### src/rtl/riscv_pkg.sv
// Shared types and helpers for the data-bus controller: funct3 encodings,
// controller states and the lane/byte-enable helpers.
package riscv_pkg;

    localparam int unsigned TIMEOUT_CYC_DEF = 255;

    typedef enum logic [2:0] {
        MEM_B  = 3'b000,
        MEM_H  = 3'b001,
        MEM_W  = 3'b010,
        MEM_BU = 3'b100,
        MEM_HU = 3'b101
    } mem_func_e;

    typedef enum logic [1:0] {
        DB_IDLE,
        DB_REQ,
        DB_RESP,
        DB_DONE
    } dbus_state_e;

    // funct3[1:0] carries the access size for both loads and stores
    function automatic logic is_aligned(input logic [1:0] sz, input logic [1:0] lo);
        case (sz)
            2'b00:   return 1'b1;
            2'b01:   return (lo[0] == 1'b0);
            default: return (lo == 2'b00);
        endcase
    endfunction

    function automatic logic [3:0] be_gen(input logic [1:0] sz, input logic [1:0] lo);
        case (sz)
            2'b00:   return 4'b0001 << lo;
            2'b01:   return 4'b0011 << lo;
            default: return 4'b1111;
        endcase
    endfunction

    function automatic logic [31:0] wdata_gen(input logic [1:0] sz, input logic [31:0] wd);
        case (sz)
            2'b00:   return {4{wd[7:0]}};
            2'b01:   return {2{wd[15:0]}};
            default: return wd;
        endcase
    endfunction

endpackage

### src/rtl/riscv_load_ext.sv
// Combinational load-data extraction: picks the byte/half lane by address
// and sign- or zero-extends according to funct3.
module riscv_load_ext
    import riscv_pkg::*;
(
    input  logic [31:0] rdata,
    input  logic [1:0]  addr_lo,
    input  logic [2:0]  func,
    output logic [31:0] ext
);

    logic [7:0]  byte_sel;
    logic [15:0] half_sel;

    always_comb begin
        byte_sel = '0;
        case (addr_lo)
            2'd0: byte_sel = rdata[7:0];
            2'd1: byte_sel = rdata[15:8];
            2'd2: byte_sel = rdata[23:16];
            2'd3: byte_sel = rdata[31:24];
            default: byte_sel = '0;
        endcase
        half_sel = addr_lo[1] ? rdata[31:16] : rdata[15:0];
    end

    always_comb begin
        ext = rdata;
        case (func)
            MEM_B:   ext = {{24{byte_sel[7]}}, byte_sel};
            MEM_BU:  ext = {24'h0, byte_sel};
            MEM_H:   ext = {{16{half_sel[15]}}, half_sel};
            MEM_HU:  ext = {16'h0, half_sel};
            default: ext = rdata;
        endcase
    end

endmodule

### src/rtl/riscv_dbus_ctrl.sv
// M-stage data-bus controller: accepts one aligned load/store, runs a
// req/gnt then rvalid handshake with timeout, and pulses done for a cycle.
module riscv_dbus_ctrl
    import riscv_pkg::*;
#(
    parameter int unsigned TIMEOUT_CYC = TIMEOUT_CYC_DEF
) (
    input  logic        clk,
    input  logic        rst,
    input  logic        i_mem_reqM,
    input  logic        i_mem_weM,
    input  logic [2:0]  i_mem_funcM,
    input  logic [31:0] i_mem_addrM,
    input  logic [31:0] i_mem_wdataM,
    input  logic        i_flushM,
    output logic        o_bus_stallM,
    output logic [31:0] o_rdataM,
    output logic        o_doneM,
    output logic        o_misalignM,
    output logic        o_bus_errM,
    output logic        o_bus_req,
    output logic        o_bus_we,
    output logic [31:0] o_bus_addr,
    output logic [31:0] o_bus_wdata,
    output logic [3:0]  o_bus_be,
    input  logic        i_bus_gnt,
    input  logic        i_bus_rvalid,
    input  logic [31:0] i_bus_rdata
);

    localparam logic [7:0] TO_LIM = 8'(TIMEOUT_CYC);

    dbus_state_e state, state_nxt;
    logic [7:0]  cnt;
    logic [31:0] addr_q;
    logic [31:0] wdata_q;
    logic [2:0]  func_q;
    logic        we_q;
    logic        err_q;
    logic [31:0] rdata_q;
    logic [31:0] ext_data;

    logic access_ok, accept, misalign_hit, in_bus, timeout;

    riscv_load_ext u_load_ext (
        .rdata   (i_bus_rdata),
        .addr_lo (addr_q[1:0]),
        .func    (func_q),
        .ext     (ext_data)
    );

    always_comb begin
        access_ok    = is_aligned(i_mem_funcM[1:0], i_mem_addrM[1:0]);
        accept       = (state == DB_IDLE) && i_mem_reqM && !i_flushM && access_ok;
        misalign_hit = (state == DB_IDLE) && i_mem_reqM && !i_flushM && !access_ok;
        in_bus       = (state == DB_REQ) || (state == DB_RESP);
        timeout      = in_bus && (cnt == TO_LIM);
    end

    // timeout outranks gnt/rvalid so the REQ+RESP window never exceeds the limit
    always_comb begin
        state_nxt = state;
        case (state)
            DB_IDLE: if (accept) state_nxt = DB_REQ;
            DB_REQ:  if (timeout) state_nxt = DB_DONE;
                     else if (i_bus_gnt) state_nxt = DB_RESP;
            DB_RESP: if (timeout || i_bus_rvalid) state_nxt = DB_DONE;
            DB_DONE: state_nxt = DB_IDLE;
            default: state_nxt = DB_IDLE;
        endcase
    end

    always_ff @(posedge clk) begin
        if (rst) begin
            state   <= DB_IDLE;
            cnt     <= '0;
            addr_q  <= '0;
            wdata_q <= '0;
            func_q  <= '0;
            we_q    <= 1'b0;
            err_q   <= 1'b0;
            rdata_q <= '0;
        end else begin
            state <= state_nxt;
            case (state)
                DB_IDLE: begin
                    err_q <= 1'b0;
                    if (accept) begin
                        cnt     <= '0;
                        addr_q  <= i_mem_addrM;
                        wdata_q <= i_mem_wdataM;
                        func_q  <= i_mem_funcM;
                        we_q    <= i_mem_weM;
                    end
                end
                DB_REQ, DB_RESP: begin
                    cnt   <= cnt + 8'd1;
                    err_q <= timeout;
                    if (timeout) begin
                        rdata_q <= '0;
                    end else if ((state == DB_RESP) && i_bus_rvalid) begin
                        rdata_q <= we_q ? '0 : ext_data;
                    end
                end
                default: ;
            endcase
        end
    end

    always_comb begin
        o_bus_stallM = accept || in_bus;
        o_misalignM  = misalign_hit;
        o_doneM      = (state == DB_DONE);
        o_bus_errM   = (state == DB_DONE) && err_q;
        o_rdataM     = rdata_q;
        o_bus_req    = (state == DB_REQ);
        o_bus_we     = '0;
        o_bus_addr   = '0;
        o_bus_wdata  = '0;
        o_bus_be     = '0;
        if (state == DB_REQ) begin
            o_bus_we    = we_q;
            o_bus_addr  = {addr_q[31:2], 2'b00};
            o_bus_wdata = wdata_gen(func_q[1:0], wdata_q);
            o_bus_be    = be_gen(func_q[1:0], addr_q[1:0]);
        end
    end

endmodule
### config.mk
export PLATFORM = sky130hd
export DESIGN_NAME = riscv_dbus_ctrl
export DESIGN_NICKNAME = d
export VERILOG_FILES = /design/src/rtl/riscv_pkg.sv /design/src/rtl/riscv_load_ext.sv /design/src/rtl/riscv_dbus_ctrl.sv
export SDC_FILE = /design/constraint.sdc
export NUM_CORES = 1
export LEC_CHECK = 0
export ABC_AREA = 1
export BUFFER_PORTS_ARGS = -buffer_cell sky130_fd_sc_hd__clkbuf_2
export CAP_MARGIN = 0
export CELL_PAD_IN_SITES_DETAIL_PLACEMENT = 1
export CELL_PAD_IN_SITES_GLOBAL_PLACEMENT = 2
export CORE_UTILIZATION = 28
export CTS_BUF_LIST = sky130_fd_sc_hd__clkbuf_2
export DETAILED_ROUTE_END_ITERATION = 8
export PLACE_DENSITY = 0.95
export SYNTH_ARGS = -nofsm -noshare
export SYNTH_HDL_FRONTEND = slang
export SYNTH_SLANG_ARGS = --single-unit
### constraint.sdc
create_clock -name clk -period 4 [get_ports clk]
set_input_delay 0.2 -clock clk [delete_from_list [all_inputs] [get_ports clk]]
set_output_delay 0.2 -clock clk [all_outputs]
set_load 0.005 [all_outputs]
==> metrics <==
number of gates resized after CTS=0; PortBufs=209; WL met2=11.7 mm; Compound-Gate Fraction of Synth Area=0.163; pre-CTS WS=~1.6 ns; Synth Flop Type=dfxtp_1; Post-Syn Area=around 5600 um2; Power Density=approximately 380 nW/um2; TritonCTS clock tree=yes; fin crit share=0.799; share of the synthesized area in the top cell type=0.394; largest net degree at the start of global routing=83; Switching Fraction=0.425; Tightest Pin Transition=around 1.1 ns; status=completed; IO Count=about 210; global-route wire length before repair=approximately 36 mm; Comb power frac=0.395; largest family of logic cells by synthesized area=simple AND/OR/NAND/NOR gates; ranking of synthesized cells by area=dfxtp_1, nor2_1, nand2_1; H-tree depth=3; Max-Cap Viols=0; Top Metal Used=met4; share of total power in sequential cells=0.427; drt wl/cell=~16 um; Max clock buf depth=2; Initial Utilization=0.288; proportion of layout cells with a drive suffix above 1=0.231; clock root buffer master=clkbuf_2; max-slew violations=0; fmax=between 0.3 and 0.4 GHz; Setup crit start kind=register; grt ovf=0; sequential area share after synthesis=0.394; Post-Synth XOR/XNOR Area=0.00311; mux cell area share after synthesis=0; RSZ-0062 raised after global routing=no; Core Rows=51; HPWL Detailed=14.5 mm; GRT Total Usage=0.225; Leak Pwr=0.00404 uW; Max IR drop VDD=approximately 0.00017 V; postcts setup bufs=0; die width=about 140 um; register bit total from synthesis=approximately 110; worst hold slack=between 0.1 and 0.15 ns; Required @ worst endpoint=~4.6 ns; DRC viols=0; vias in the first global route=approximately 7000; critical-path maximum fanout=30; overall power=just over 3000 uW; Synth Area in Adders=0.0155; Metal-1 WL=slightly below 10 mm; Post-synth top cells=nor2_1, nand2_1, dfxtp_1; clock sink count=roughly 110; Simple-Gate Fraction of Synth Area=0.325; total CTS buffers=9; detailed-route wire length=between 20 and 25 mm; Fin. Hold Viols=0; cts-stage hold buffer count=about 130; Final min period=approximately 3.2 ns; die height=144 um; Layout area overhead=45.5%; share of synthesized registers carrying an async set or reset=0; Slew headroom=0.238; routed vias=approximately 6700; CP peak stage delay=0.58 ns; Yosys warning total=0; post-synthesis area per instance=between 6 and 7 um2; setup violators final=0; Core Region=just under 20000 um2; Initial DRT Pass Iterations=4; initial antenna violation count=1; Setup TNS=0 ns; Antenna Violating Nets Remaining=0; Layout Nets=around 1300; worst setup margin=~0.8 ns; slowest cell on the critical path=ha_2; GP Congestion=0.790; wire length on met3=1.17 mm; Yosys cell types=38; Clk pwr share=0.178; crit path capture type=register; Pint=1780 uW; post-synth top area cell=dfxtp_1; crit path kind=reg2reg; worst clock skew=0.0430 ns; count leader, synth=nor2_1; Reg clk slew, reported paths=between 0.3 and 0.4 ns; Worst Path Arrival=3.82 ns; clock latency on the worst-skew pair=0.69 ns; hold crit path type=in2reg; Post-synth EDFFs=0; critical-path cell list=inv_1 > ha_2 > inv_1 > o22ai_1 > dlygate4sd3_1 > nand2_1 > nand3_1 > nand2_1 > dlygate4sd3_1 > nor2_1; Synth Instances=867; Die Area=slightly above 20000 um2; switching pwr=~1300 uW; vias per cell=~4.6; Iteration-0 DRC Markers=around 220
## path summary, 6_finish.rpt
kind | slack, ns | end | start | cells past startpoint
hold / removal | 0.11 | o_rdataM[6]$_SDFFE_PP0P_ | i_bus_rvalid | 6
hold reg to reg | 0.48 | o_rdataM[31]$_SDFFE_PP0P_ | o_rdataM[31]$_SDFFE_PP0P_ | 2
setup reg to reg | 0.80 | state[1]$_SDFFE_PP0P_ | state[1]$_SDFFE_PP0P_ | 10
setup / recovery | 0.80 | state[1]$_SDFFE_PP0P_ | state[1]$_SDFFE_PP0P_ | 10
## area by class of cell
type	count	area (um2)
Fill cell	2600	11400
Timing Repair Buffer	342	2360
Inverter	76	290
Antenna cell	1	2.50
Tap cell	265	332
Clock inverter	7	72.6
Multi-Input combinational cell	630	2870
Sequential cell	111	2220
Clock buffer	9	45.0
## layer usage
layer,up-vias,track usage
met4,0,0.0694
li1,3317,-
met1,3154,0.255
met2,164,0.411
met5,-,0
met3,28,0.0570
## flip-flops by register name, indices dropped and copies added (netlist names)
register / flops
addr_q: 32
cnt: 8
err_q: 1
func_q: 3
o_rdataM: 32
state: 2
wdata_q: 32
we_q: 1
## cells by family after synthesis
kind of cell    count (synthesis)
xor+xnor                        2
flops                         111
other cells                     1
simple gates                  452
fa+ha+maj                       7
buf+inv                       127
compound gates                167
## critical path, delay by kind of cell (launching register included)
family	cells	cell delay, ns
flops	1	0.43
fa+ha+maj	1	0.58
compound gates	1	0.20
buf+inv	4	1.61
simple gates	4	0.37
## per-stage QoR
stage | instances | cell area (um2) | utilization
after floorplan | 868 | 5640 | -
after global placement | 1296 | 6790 | 0.347
after detailed placement | 1296 | 6790 | 0.347
after CTS | 1440 | 8190 | 0.418
after global routing | 1441 | 8200 | 0.418
final | 1441 | 8200 | 0.418
## power by group through the flow
stage                     clock network [uW]  registers, uW  logic (uW)
final                                    553           1330        1220
after global routing                     622           1340        1370
after CTS                                576           1320        1220
after detailed placement                   0           1340        1090
after global placement                     0           1330        1060
after floorplan                            0           1310         753
## cell usage in the layout, fill, tap and decap left out, types with 6 or more instances in the layout
master	netlist	layout
o21ai_0	102	102
o22ai_1	9	9
a21oi_1	37	37
inv_1	71	70
a21oi_2	11	11
dlygate4sd3_1	0	128
nand2_2	12	13
ha_1	7	6
clkbuf_2	0	218
dfxtp_1	111	111
nand2_1	156	155
nor2_1	243	243
nand3_1	22	22
Note: power is estimated with default switching activity, not from simulation.
